## src/rtl/hazard_pkg.sv

```systemverilog
// Shared types and helpers for the hazard/scoreboard unit.
package hazard_pkg;

    typedef enum logic [1:0] {
        FWD_RF = 2'b00,
        FWD_W  = 2'b01,
        FWD_M  = 2'b10
    } fwd_sel_t;

    // Register address width for a given register count (at least one bit).
    function automatic int ra_w(input int nregs);
        return (nregs > 2) ? $clog2(nregs) : 1;
    endfunction

    localparam int NREGS_DEF = 32;
    localparam int RA_W_DEF  = ra_w(NREGS_DEF);

endpackage

```

## src/rtl/reg_scoreboard.sv

```systemverilog
// Busy-bit scoreboard for long-latency ops: tracks pending destinations,
// the outstanding-op count and a sticky error for stray completions.
module reg_scoreboard
    import hazard_pkg::*;
#(
    parameter int NREGS    = 32,
    parameter int RA_W     = ra_w(NREGS),
    parameter int MAX_LONG = 2
) (
    input  logic                          clk,
    input  logic                          reset,
    input  logic                          issue,
    input  logic [RA_W-1:0]               issue_rd,
    input  logic                          done,
    input  logic [RA_W-1:0]               done_rd,
    output logic [NREGS-1:0]              busy_vec,
    output logic [$clog2(MAX_LONG+1)-1:0] long_cnt,
    output logic                          full,
    output logic                          sb_err
);

    localparam int CW = $clog2(MAX_LONG + 1);
    localparam logic [CW-1:0] MAX_CNT = CW'(MAX_LONG);

    logic             done_ok;
    logic [NREGS-1:0] busy_nxt;

    // Register 0 is never busy, so a completion for x0 is always rejected.
    assign done_ok = done & busy_vec[done_rd];
    assign full    = (long_cnt == MAX_CNT);

    always_comb begin
        busy_nxt = busy_vec;
        if (done_ok) busy_nxt[done_rd] = 1'b0;
        if (issue)   busy_nxt[issue_rd] = 1'b1;
        busy_nxt[0] = 1'b0;
    end

    always_ff @(posedge clk or negedge reset) begin
        if (!reset) begin
            busy_vec <= '0;
            long_cnt <= '0;
            sb_err   <= 1'b0;
        end else begin
            busy_vec <= busy_nxt;
            if (issue && !done_ok)      long_cnt <= long_cnt + CW'(1);
            else if (!issue && done_ok) long_cnt <= long_cnt - CW'(1);
            if (done && !done_ok)       sb_err <= 1'b1;
        end
    end

endmodule

```

## src/rtl/hazard_sb_unit.sv

```systemverilog
// Pipeline hazard unit: forwarding selects, load-use/RAW/scoreboard stalls,
// memory-wait freeze, branch flushes and a saturating stall counter.
module hazard_sb_unit
    import hazard_pkg::*;
#(
    parameter int NREGS      = 32,
    parameter int RA_W       = ra_w(NREGS),
    parameter int MAX_LONG   = 2,
    parameter bit FORWARD_EN = 1'b1,
    parameter int CNT_W      = 32
) (
    input  logic                          clk,
    input  logic                          reset,
    input  logic [RA_W-1:0]               rs1_d,
    input  logic [RA_W-1:0]               rs2_d,
    input  logic [RA_W-1:0]               rd_d,
    input  logic                          uses_rs1_d,
    input  logic                          uses_rs2_d,
    input  logic                          reg_write_d,
    input  logic                          long_op_d,
    input  logic [RA_W-1:0]               rs1_e,
    input  logic [RA_W-1:0]               rs2_e,
    input  logic [RA_W-1:0]               rd_e,
    input  logic                          reg_write_e,
    input  logic                          result_src_e_b0,
    input  logic                          pc_src_e,
    input  logic [RA_W-1:0]               rd_m,
    input  logic                          reg_write_m,
    input  logic                          mem_req_m,
    input  logic [RA_W-1:0]               rd_w,
    input  logic                          reg_write_w,
    input  logic                          long_done,
    input  logic [RA_W-1:0]               long_rd,
    input  logic                          mem_ready,
    output logic [1:0]                    forward_a_e,
    output logic [1:0]                    forward_b_e,
    output logic                          stall_f,
    output logic                          stall_d,
    output logic                          stall_e,
    output logic                          stall_m,
    output logic                          flush_d,
    output logic                          flush_e,
    output logic [NREGS-1:0]              busy_vec,
    output logic [$clog2(MAX_LONG+1)-1:0] long_cnt,
    output logic [CNT_W-1:0]              stall_cnt,
    output logic                          sb_err
);

    function automatic fwd_sel_t pick_fwd(input logic [RA_W-1:0] rs);
        if (!FORWARD_EN || rs == '0)     return FWD_RF;
        if (reg_write_m && rs == rd_m)   return FWD_M;
        if (reg_write_w && rs == rd_w)   return FWD_W;
        return FWD_RF;
    endfunction

    logic use1, use2, mem_stall, lw_stall, sb_stall, raw_nofwd, hz, full, issue;

    assign forward_a_e = pick_fwd(rs1_e);
    assign forward_b_e = pick_fwd(rs2_e);

    assign use1      = uses_rs1_d & (rs1_d != '0);
    assign use2      = uses_rs2_d & (rs2_d != '0);
    assign mem_stall = mem_req_m & ~mem_ready;

    assign lw_stall = result_src_e_b0 & (rd_e != '0) &
                      ((uses_rs1_d & (rs1_d == rd_e)) | (uses_rs2_d & (rs2_d == rd_e)));

    assign sb_stall = (uses_rs1_d & busy_vec[rs1_d]) | (uses_rs2_d & busy_vec[rs2_d]) |
                      (reg_write_d & busy_vec[rd_d]) | (long_op_d & full);

    // Without forwarding, any producer still in E or M must drain first.
    assign raw_nofwd = !FORWARD_EN &&
        ((use1 && ((reg_write_e && rs1_d == rd_e) || (reg_write_m && rs1_d == rd_m))) ||
         (use2 && ((reg_write_e && rs2_d == rd_e) || (reg_write_m && rs2_d == rd_m))));

    assign hz = lw_stall | sb_stall | raw_nofwd;

    // A memory wait freezes everything, including a pending branch redirect.
    assign stall_f = mem_stall | (hz & ~pc_src_e);
    assign stall_d = stall_f;
    assign stall_e = mem_stall;
    assign stall_m = mem_stall;
    assign flush_d = ~mem_stall & pc_src_e;
    assign flush_e = ~mem_stall & (pc_src_e | hz);

    assign issue = long_op_d & reg_write_d & (rd_d != '0) & ~stall_d & ~pc_src_e & ~mem_stall;

    reg_scoreboard #(
        .NREGS    (NREGS),
        .RA_W     (RA_W),
        .MAX_LONG (MAX_LONG)
    ) u_sb (
        .clk      (clk),
        .reset    (reset),
        .issue    (issue),
        .issue_rd (rd_d),
        .done     (long_done),
        .done_rd  (long_rd),
        .busy_vec (busy_vec),
        .long_cnt (long_cnt),
        .full     (full),
        .sb_err   (sb_err)
    );

    always_ff @(posedge clk or negedge reset) begin
        if (!reset)                            stall_cnt <= '0;
        else if (stall_d && stall_cnt != '1)   stall_cnt <= stall_cnt + 1'b1;
    end

endmodule

```

## config.mk

```make
export PLATFORM = sky130hd
export DESIGN_NAME = hazard_sb_unit
export DESIGN_NICKNAME = d
export VERILOG_FILES = /design/src/rtl/hazard_pkg.sv /design/src/rtl/reg_scoreboard.sv /design/src/rtl/hazard_sb_unit.sv
export SDC_FILE = /design/constraint.sdc
export NUM_CORES = 1
export LEC_CHECK = 0
export CAP_MARGIN = 30
export CORE_MARGIN = 2
export CORE_UTILIZATION = 45
export CTS_CLUSTER_DIAMETER = 50
export DETAILED_ROUTE_END_ITERATION = 10
export MAX_ROUTING_LAYER = met4
export PLACE_DENSITY = 0.75
export SETUP_SLACK_MARGIN = 0.1
export SYNTH_ARGS = -nofsm -noshare
export SYNTH_HDL_FRONTEND = slang
export SYNTH_HIERARCHICAL = 1
export SYNTH_SLANG_ARGS = --single-unit
```

## constraint.sdc

```tcl
create_clock -name clk -period 4.6 [get_ports clk]
set_input_delay 0.92 -clock clk [delete_from_list [all_inputs] [get_ports clk]]
set_output_delay 0.92 -clock clk [all_outputs]
set_load 0.03 [all_outputs]
```

# Word-level counts from Yosys, hierarchy flattened
# Index checks and enable logic that the tools add are counted.
totals:
  ff_bits: 66
  elab_cells: 110
classes:
  add_sub_neg: 3
  bitwise: 32
  n_lt_le_gt_ge: 6
  n_reduce_logical: 17
  eq_ne: 8
  mux: 40
ops:
  columns: ["cell", "n"]
  rows:
  - ["32-bit 2-to-1 mux", 2]
  - ["32-bit by 1-bit adder with 32-bit output (second input constant)", 1]
  - ["32-bit bitwise AND", 1]
  - ["32-bit inequality test (second input constant)", 1]
  - ["32-bit inverter", 1]
  - ["32-bit bitwise OR", 1]
  - ["5-bit == test", 6]
  - ["2-bit 2-to-1 mux", 14]
  - ["5-bit by 6-bit < comparator with 1-bit output (second input constant)", 4]
  - ["1-bit binary-select mux with 5-bit select", 4]
  - ["1-bit bitwise AND", 18]
  - ["1-bit 2-to-1 mux", 18]
  - ["1-bit demux with 5-bit select", 2]
  - ["5-bit by 1-bit >= comparator with 1-bit output (second input constant)", 2]
  - ["1-bit logical AND", 10]
  - ["5-bit logical NOT", 2]
  - ["5-bit nonzero test", 2]
  - ["1-bit bitwise OR", 7]
  - ["1-bit inverter", 4]
  - ["2-bit by 1-bit adder with 2-bit output (second input constant)", 1]
  - ["2-bit == test (second input constant)", 1]
  - ["1-bit logical NOT", 2]
  - ["2-bit nonzero test", 1]
  - ["2-bit by 1-bit subtractor with 2-bit output (second input constant)", 1]

# Longest topological paths before layout
# Gate-level depths: netlist (run 1).
logic_depth:
  ltp_word: 17
  ltp_mapped: 12

# Hierarchy
# Netlist (run 1), hierarchy kept.
modules_own_cells:
  columns: ["mod", "cells_per_inst", "area_per_inst_um2", "seq_area_each_um2", "instances"]
  rows:
  - ["hazard_sb_unit", 268, 2909.0, 800.8, 1]
  - ["reg_scoreboard", 234, 2059.5, 850.8, 1]

# Least setup slack after synthesis (run 1)
# OpenSTA, ideal clock, no wires.
synth_timing:
  path_kind: "input-to-reg"
  from: "in rs1_d[0]"
  to: "reg u_sb.busy_vec[20]"
  n_path_buf: 2
  required_ns: 4.523
  arrival_time_ns: 4.173
  stages: 12
  setup_time_ns: 0.077
  slack_ns: 0.349
  path_cell_list: "buf_2 > mux4_2 > nor2b_1 > a2111oi_2 > o32ai_2 > or4_2 > nor3_1 > or3b_2 > clkbuf_1 > nor2_1 > nor3b_1 > a21oi_1"
synth_between:
  elab_chain_cells: 14
  word_cells_on_any_way: 18
  classes_between: "eq/ne (1); mux (3); bitwise (14)"
synth_rtl:
  columns: ["element", "line", "rtl"]
  rows:
  - ["start, declared", "hazard_sb_unit.sv:14", "input logic [RA_W-1:0] rs1_d,"]
  - ["1-bit binary-select mux with 5-bit select", "hazard_sb_unit.sv:68", "assign sb_stall = (uses_rs1_d & busy_vec[rs1_d]) | (uses_rs2_d & busy_vec[rs2_d]) |"]
  - ["1-bit 2-to-1 mux (implied by the code)", "hazard_sb_unit.sv:68", null]
  - ["1-bit bitwise AND", "hazard_sb_unit.sv:68", null]
  - ["1-bit bitwise OR (2 in a row)", "hazard_sb_unit.sv:68", null]
  - ["1-bit bitwise OR", "hazard_sb_unit.sv:69", "(reg_write_d & busy_vec[rd_d]) | (long_op_d & full);"]
  - ["1-bit bitwise OR *", "hazard_sb_unit.sv:76", "assign hz = lw_stall | sb_stall | raw_nofwd;"]
  - ["1-bit bitwise AND *", "hazard_sb_unit.sv:79", "assign stall_f = mem_stall | (hz & ~pc_src_e);"]
  - ["1-bit bitwise OR *", "hazard_sb_unit.sv:79", null]
  - ["1-bit inverter *", "hazard_sb_unit.sv:86", "assign issue = long_op_d & reg_write_d & (rd_d != '0) & ~stall_d & ~pc_src_e & ~mem_stall;"]
  - ["1-bit bitwise AND * (3 in a row)", "hazard_sb_unit.sv:86", null]
  - ["named net issue", "hazard_sb_unit.sv:56", "logic use1, use2, mem_stall, lw_stall, sb_stall, raw_nofwd, hz, full, issue;"]
  - ["32-bit 2-to-1 mux *", "reg_scoreboard.sv:35", "if (issue) busy_nxt[issue_rd] = 1'b1;"]
  - ["named net u_sb.busy_nxt[20]", "reg_scoreboard.sv:26", "logic [NREGS-1:0] busy_nxt;"]
  - ["end signal, assigned", "reg_scoreboard.sv:45", "busy_vec <= busy_nxt;"]
  - ["end, declared", "reg_scoreboard.sv:16", "output logic [NREGS-1:0] busy_vec,"]
# The timed path passes the listed nets; every way through them passes the cells marked *. The select of a mux whose other input is x is not followed.
# A chain may end at the register's enable or synchronous reset.

# Final worst setup path (run 1)
layout_timing:
  from: "in rs2_d[1]"
  to: "out flush_e"
layout_between:
  elab_chain_cells: 9
  word_cells_on_any_way: 13
  classes_between: "eq/ne (1); mux (2); bitwise (10)"
layout_rtl:
  columns: ["element", "line", "rtl"]
  rows:
  - ["start, declared", "hazard_sb_unit.sv:15", "input logic [RA_W-1:0] rs2_d,"]
  - ["1-bit binary-select mux with 5-bit select", "hazard_sb_unit.sv:68", null]
  - ["1-bit 2-to-1 mux (implied by the code)", "hazard_sb_unit.sv:68", null]
  - ["1-bit bitwise AND", "hazard_sb_unit.sv:68", null]
  - ["1-bit bitwise OR (2 in a row)", "hazard_sb_unit.sv:68", null]
  - ["1-bit bitwise OR", "hazard_sb_unit.sv:69", null]
  - ["1-bit bitwise OR *", "hazard_sb_unit.sv:76", null]
  - ["1-bit bitwise OR *", "hazard_sb_unit.sv:84", "assign flush_e = ~mem_stall & (pc_src_e | hz);"]
  - ["1-bit bitwise AND *", "hazard_sb_unit.sv:84", null]
  - ["end, declared", "hazard_sb_unit.sv:42", "output logic flush_e,"]
# Every way passes the cells marked *; elsewhere a longest branch is shown, timed or not. The select of a mux whose other input is x is not followed.

==> results.py, run 1 <==
metrics = {
    "outcome": {
        "status": "finished, final reports clean",
    },
    "timing": {
        "slew_headroom": 0.341,
        "worstMarginPinSlew_ns": 0.986,
        "setup_viol": 0,
        "setup_slack_ns": 0.173,
        "fin_crit_ns": 4.43,
        "fmax_ghz": 0.226,
        "finalMaxSlewViolations": 0,
        "whs_ns": 0.490,
        "hold_viol": 0,
        "finalCritPeriodShare": 0.962,
        "rsz0062_at_grt": "no",
        "fin_skew_ns": 0.0116,
    },
    "setup_path": {
        "cpPeakStageDelay_ns": 0.63,
        "crit_fanout": 6,
        "slowest_stage": "mux4_4",
        "critPathKind": "primary input to primary output",
        "required_ns": 3.68,
        "arrival_ns": 3.51,
        "critPathLaunchType": "primary input",
        "cp-end-kind": "primary output",
        "crit_chain": "clkdlybuf4s50_1 -> buf_12 -> mux4_4 -> o211ai_1 -> a311oi_2 -> or4_4 -> nor2_1 -> nor2_1 -> buf_2",
        "crit_path_frequent_cell": "nor2_1",
    },
    "power": {
        "p_sw_frac": 0.368,
        "p_leak_uw": 0.00265,
        "comb_power_share": 0.349,
        "sequentialPowerShare": 0.390,
        "power_switching_uw": 706,
        "ir_drop_v": 0.000290,
        "clkPwrFrac": 0.260,
        "intPower_uw": 1210,
        "power.density_mw_per_mm2": 287,
    },
    "floorplanning": {
        "die_y_um": 109,
        "ios": 136,
        "rows": 38,
        "chipWidth_um": 109,
        "fp.coreArea_mm2": 0.0108,
        "start_util": 0.460,
        "dieArea_mm2": 0.0119,
    },
    "placed_design": {
        "port_buffers": 133,
        "place.gp.congestion": 0.895,
        "dpl.hpwl_um": 11500,
        "dp_slack_ns": -0.500,
        "placed_area_mm2": 0.00650,
    },
    "global_routing": {
        "grt_overflow": 0,
        "grt_pass1_wl_um": 24600,
        "grtUsageTotal": 0.276,
        "grt_pass1_vias": 4793,
        "antenna_found_initial": 0,
        "grt_max_degree": 35,
    },
    "cells_and_area": {
        "synthToLayoutAreaGrowth_pct": 34.6,
        "nets": 710,
        "multiInputGateArea_mm2": 0.00308,
        "n_fill_cell": 913,
        "ff_latch_area_mm2": 0.00165,
        "final_area_mm2": 0.00669,
        "diodes": 0,
        "utilization": 0.620,
        "drive_above_1_share": 0.174,
    },
    "yosys": {
        "synth_seq_cells": 66,
        "syn_nets": 563,
        "synth_top_area_frac": 0.332,
        "synthArstFlopShare": 1.00,
        "synth_edf_count": 0,
        "ys_seq_area_frac": 0.332,
        "synth_warnings": 6,
        "synth_flop_cell": "dfrtp_1",
        "yosysTopAreaCell": "dfrtp_1",
        "syn_area_mm2": 0.00497,
        "synth_area_leaders": "dfrtp_1, mux4_2, xnor2_1",
        "syn_inst": 502,
        "synth_cell_type_count": 63,
        "syn_area_per_cell_um2": 9.90,
    },
    "cts": {
        "postCtsHoldBufs": 0,
        "cts.sinks": 66,
        "clock_tree.buffer_depth": 2,
        "cts_buffers": 9,
        "tritoncts": "done",
        "post_cts_buffers": 0,
        "insertion_delay_ns": 0.34,
        "root_buffer": "clkbuf_8",
        "cts_max_level": 3,
        "clkTransAtPathRegs_ns": 0.08,
    },
    "hold_path": {
        "hold_path.class": "flip-flop to flip-flop",
    },
    "detailed_routing": {
        "vias_per_cell": 6.00,
        "drt-initial-drc-count": 442,
        "drt_wl_total_um": 15500,
        "dr.pass1.iters": 5,
        "wl_per_cell_um": 19.6,
        "postRouteAntennaNets": 0,
        "vias": 4764,
        "drcViolationCount": 0,
    },
    "run": {
        "cap_violations": 0,
    },
}
## worst max-delay path, delay by kind of cell
family	cells	cell delay, ns
buf+inv	3	0.83
simple gates	3	0.71
mux	1	0.63
compound gates	2	0.42
## cells in the mapped netlist (2+ instances only)
library cell,n
or3b_2,3
mux2_2,9
buf_2,6
nor3_1,27
a21oi_2,8
nand4_1,13
nor2_1,72
o21ai_0,5
nor3b_1,6
nor2b_1,3
and3_1,15
a21oi_1,26
nand3_2,6
and4_1,4
clkbuf_4,2
clkbuf_1,5
or4_1,2
xor2_1,23
mux2i_1,18
or3b_1,3
o22ai_1,5
nor4_1,10
dfrtp_1,66
buf_6,11
mux4_1,3
inv_1,6
and2_1,2
nand3_1,17
nand2_1,17
mux4_2,18
nor4b_1,3
o22ai_2,2
ha_1,2
nand3b_1,9
nand2b_1,4
buf_4,5
xnor2_1,40
## final cells by class
cell class | count | area share
multi-input cells | 401 | 0.460
flip-flops and latches | 66 | 0.247
repair buffers | 165 | 0.233
well taps | 140 | 0.0262
clock buffers | 9 | 0.0185
clock inverters | 7 | 0.0116
inverters | 6 | 0.00337
## power groups by stage
stage	combinational [uW]	clock, uW	sequential [uW]
6_report	670	499	748
5_1_grt	714	540	756
4_1_cts	672	512	745
3_5_place_dp	672	0	755
3_3_place_gp	661	0	752
2_1_floorplan	282	0	844
## through the flow
stage / std cells / total power, uW / TNS [ns]
after global routing: 794 / 2010 / 0
after global placement: 778 / 1410 / -2.12
after CTS: 794 / 1930 / 0
after detailed placement: 778 / 1430 / -2.81
final: 794 / 1920 / 0
after floorplan: 502 / 1130 / 0
## registers in the layout, summed over array words and instances, names as in the netlist
register	count
u_sb/busy_vec	31
u_sb/long_cnt	2
stall_cnt	32
u_sb/sb_err	1
## final timing paths
check / start / to / slack, ns / cells after the start
hold / removal: stall_cnt[17]$_DFFE_PN0P_ / stall_cnt[17]$_DFFE_PN0P_ / 0.49 / 1
max in group asynchronous: reset / stall_cnt[10]$_DFFE_PN0P_ / 3.01 / 2
setup / recovery: rs2_d[1] / flush_e / 0.17 / 9
hold reg to reg: stall_cnt[17]$_DFFE_PN0P_ / stall_cnt[17]$_DFFE_PN0P_ / 0.49 / 1
setup reg to reg: u_sb/busy_vec[15]$_DFF_PN0_ / u_sb/busy_vec[24]$_DFF_PN0_ / 1.01 / 10
min in group asynchronous: reset / u_sb/busy_vec[26]$_DFF_PN0_ / 0.65 / 1
## cell families after synthesis
family,Yosys count,synth area share
buffers and inverters,35,0.0499
XOR/XNOR,63,0.111
AO/OA/AOI/OAI,62,0.0977
multiplexers,49,0.159
flip-flops,66,0.332
adder cells (fa/ha/maj),2,0.00504
AND/OR/NAND/NOR,224,0.244
other,1,0.000755
## placed cells by master (no fill, tap or decap), types with 18 or more instances in the layout
cell type,n
nor3_1,27
buf_4,31
mux2i_1,18
dfrtp_1,66
xnor2_1,40
xor2_1,23
nor2_1,72
a21oi_1,26
clkdlybuf4s50_1,124
mux4_2,18
## repair_timing
action	4_1_cts	5_1_grt
pin swaps	2	1
endpoints found under the setup margin	3	3
resized for setup	22	3
## metal layers
metal,vias to the layer above,global-route usage,part of all wire
met5,-,-,0
met1,2328,0.352,0.40
met2,247,0.441,0.49
met4,0,0.112,0.032
li1,2135,-,-
met3,54,0.0418,0.072
Power figures use the tool's default switching activity.
==> run 2, diff against run 1 <==
--- a/config.mk
+++ b/config.mk
@@ -7,11 +7,11 @@
 export LEC_CHECK = 0
 export CAP_MARGIN = 30
 export CORE_MARGIN = 2
-export CORE_UTILIZATION = 45
+export CORE_UTILIZATION = 40
 export CTS_CLUSTER_DIAMETER = 50
 export DETAILED_ROUTE_END_ITERATION = 10
 export MAX_ROUTING_LAYER = met4
-export PLACE_DENSITY = 0.75
+export PLACE_DENSITY = 0.68
 export SETUP_SLACK_MARGIN = 0.1
 export SYNTH_ARGS = -nofsm -noshare
 export SYNTH_HDL_FRONTEND = slang
==> constraint.sdc (replaced) <==
create_clock -name clk -period 5.7 [get_ports clk]
set_input_delay 1.14 -clock clk [delete_from_list [all_inputs] [get_ports clk]]
set_output_delay 1.14 -clock clk [all_outputs]
set_load 0.03 [all_outputs]
==> run 2 against run 1 <==
Net effect:
- global-route usage fell by 3.3 points
- sequential share of layout area fell by 0.15 points
- total power is 9.9% lower
- critical endpoint is now stall_d
- count of clock-buffer cells in the layout is 3 higher
- worst setup slack better by 0.16 ns
- cell area grew 0.60%
- via count decreased by 3.0%
- clock power is 19% higher
- wire length is 1.2% lower
==> results.py, run 2 (synthesis gave the netlist of run 1 again) <==
metrics = {
    "hold_path": {
        "hp-start": "stall_cnt[30]$_DFFE_PN0P_",
        "holdPathEnd": "stall_cnt[30]$_DFFE_PN0P_",
        "hold_path.class": "flip-flop to flip-flop",
        "whs_path_depth": 1,
    },
    "global_routing": {
        "grt_max_degree": 67,
        "grt_overflow": 0,
        "grt_pass1_wl_um": 24500,
        "antenna_found_initial": 0,
        "grtUsageTotal": 0.243,
        "grt_pass1_vias": 4647,
    },
    "detailed_routing": {
        "drt-initial-drc-count": 413,
        "vias": 4621,
        "drcViolationCount": 0,
        "dr.pass1.iters": 6,
        "vias_per_cell": 5.73,
        "wl_per_cell_um": 19.0,
        "postRouteAntennaNets": 0,
        "drt_wl_total_um": 15300,
    },
    "cells_and_area": {
        "drive_above_1_share": 0.144,
        "top_register": "stall_cnt",
        "diodes": 0,
        "mostFrequentLayoutCells": "clkdlybuf4s50_1, nor2_1, dfrtp_1, xnor2_1, nor3_1",
        "largestRegisters": "stall_cnt (32), u_sb/busy_vec (31), u_sb/long_cnt (2)",
        "nets": 695,
        "synthToLayoutAreaGrowth_pct": 35.4,
        "largest_register_ffs": 32,
        "final_common_cell": "clkdlybuf4s50_1",
    },
    "cts": {
        "insertion_delay_ns": 0.33,
        "postCtsHoldBufs": 0,
        "cts_buffers": 9,
        "root_buffer": "clkbuf_16",
        "clock_tree.buffer_depth": 2,
        "cts.sinks": 66,
        "clkTransAtPathRegs_ns": 0.05,
        "tritoncts": "done",
        "cts_max_level": 3,
    },
    "setup_path": {
        "cp-end-kind": "primary output",
        "r2r_slack_ns": 1.85,
        "reg2reg_from": "u_sb/busy_vec[7]$_DFF_PN0_",
        "critPathLaunchType": "primary input",
        "r2r_cells": 11,
        "crit_chain": "clkdlybuf4s50_1 -> mux4_2 -> mux2_2 -> a221oi_2 -> o32ai_2 -> buf_4 -> o41ai_4 -> nand2_1 -> clkdlybuf4s50_1",
        "arrival_ns": 4.22,
        "slowest_stage": "clkdlybuf4s50_1",
        "r2r-end": "u_sb/busy_vec[29]$_DFF_PN0_",
        "crit_fanout": 5,
        "crit_path_frequent_cell": "clkdlybuf4s50_1",
        "cpPeakStageDelay_ns": 0.63,
        "critPathKind": "primary input to primary output",
        "required_ns": 4.56,
    },
    "power": {
        "power.density_mw_per_mm2": 257,
        "ir_drop_v": 0.000240,
        "p_leak_uw": 0.00262,
    },
    "timing": {
        "whs_ns": 0.490,
        "fmax_ghz": 0.186,
        "rsz0062_at_grt": "no",
        "setup_slack_ns": 0.337,
        "finalCritPeriodShare": 0.941,
        "setup_viol": 0,
        "finalMaxSlewViolations": 0,
        "hold_viol": 0,
        "fin_skew_ns": 0.00713,
        "slew_headroom": 0.348,
        "worstMarginPinSlew_ns": 0.974,
        "final.setup.tns_ns": 0,
        "fin_crit_ns": 5.36,
    },
    "placed_design": {
        "port_buffers": 133,
        "dpl.hpwl_um": 11400,
        "dp_slack_ns": 0.107,
        "place.gp.congestion": 0.922,
    },
    "floorplanning": {
        "dieArea_mm2": 0.0133,
        "ios": 136,
        "rows": 40,
        "fp.coreArea_mm2": 0.0121,
        "chipWidth_um": 115,
        "start_util": 0.412,
        "die_y_um": 115,
    },
    "run": {
        "cap_violations": 0,
    },
    "outcome": {
        "status": "finished, final reports clean",
    },
}
[run 2: cell count changes in the layout (fill, tap and decap cells not counted), sizes merged]
cell           before  now
inv                 8    7
buf                36   18
bufinv              1    2
dlymetal6s2s        1    0
clkdlybuf4s50     124  131
clkinv              3    1
clkinvlp            1    0
clkbuf             10   12
dlygate4sd2         3    1
[run 2: worst max-delay path by stage]
| stage | from | end | slack (ns) | depth (start not counted) |
|---|---|---|---|---|
| 2_1_floorplan | rs1_d[0] | stall_f | 1.19 | 8 |
| 3_3_place_gp | rs2_d[0] | flush_e | 0.16 | 8 |
| 3_5_place_dp | rs2_d[0] | flush_e | 0.11 | 9 |
| 4_1_cts | rd_d[0] | stall_d | 0.30 | 9 |
| 5_1_grt | rd_d[0] | stall_d | 0.16 | 10 |
| 6_report | rd_d[0] | stall_d | 0.34 | 9 |
[run 2: layer usage]
| metal | part of all wire | global-route usage | wire [um] | vias up |
|---|---|---|---|---|
| li1 | - | - | - | 2103 |
| met1 | 0.41 | 0.323 | 6350 | 2249 |
| met2 | 0.48 | 0.373 | 7330 | 242 |
| met3 | 0.087 | 0.0445 | 1340 | 27 |
| met4 | 0.021 | 0.0859 | 327 | 0 |
| met5 | 0 | - | 0 | - |
[run 2: report_power, final]
group          switching (uW)  total (uW)  internal [uW]
combinational             282         531            249
sequential               83.4         603            519
clock                     198         593            396
[run 2: area by class of cell]
class,instances,area [um^2]
Inverter,6,22.5
Fill cell,1072,5340
Sequential cell,66,1650
Timing Repair Buffer,150,1450
Multi-Input combinational cell,401,3070
Tap cell,168,210
Clock inverter,4,73.8
Clock buffer,12,246
[run 2: repair_timing]
item | in CTS | in global routing
resized for setup | 1 | 0
setup endpoints to repair | 1 | 0
buffers inserted | 0 | 0
[run 2: stage by stage]
stage	util	total power, uW	area, um^2	std cells
final	0.558	1730	6730	807
after global routing	0.558	1810	6730	807
after CTS	0.558	1740	6730	807
after detailed placement	0.531	1140	6410	791
after global placement	0.531	1130	6410	791
after floorplan	-	908	4970	502
[run 2: worst max-delay path: cells and delay by family]
| kind | cells | cell delay, ns |
|---|---|---|
| AOI/OAI and AO/OA | 3 | 0.74 |
| buffers and inverters | 3 | 1.40 |
| muxes | 2 | 0.82 |
| and+or+nand+nor | 1 | 0.12 |
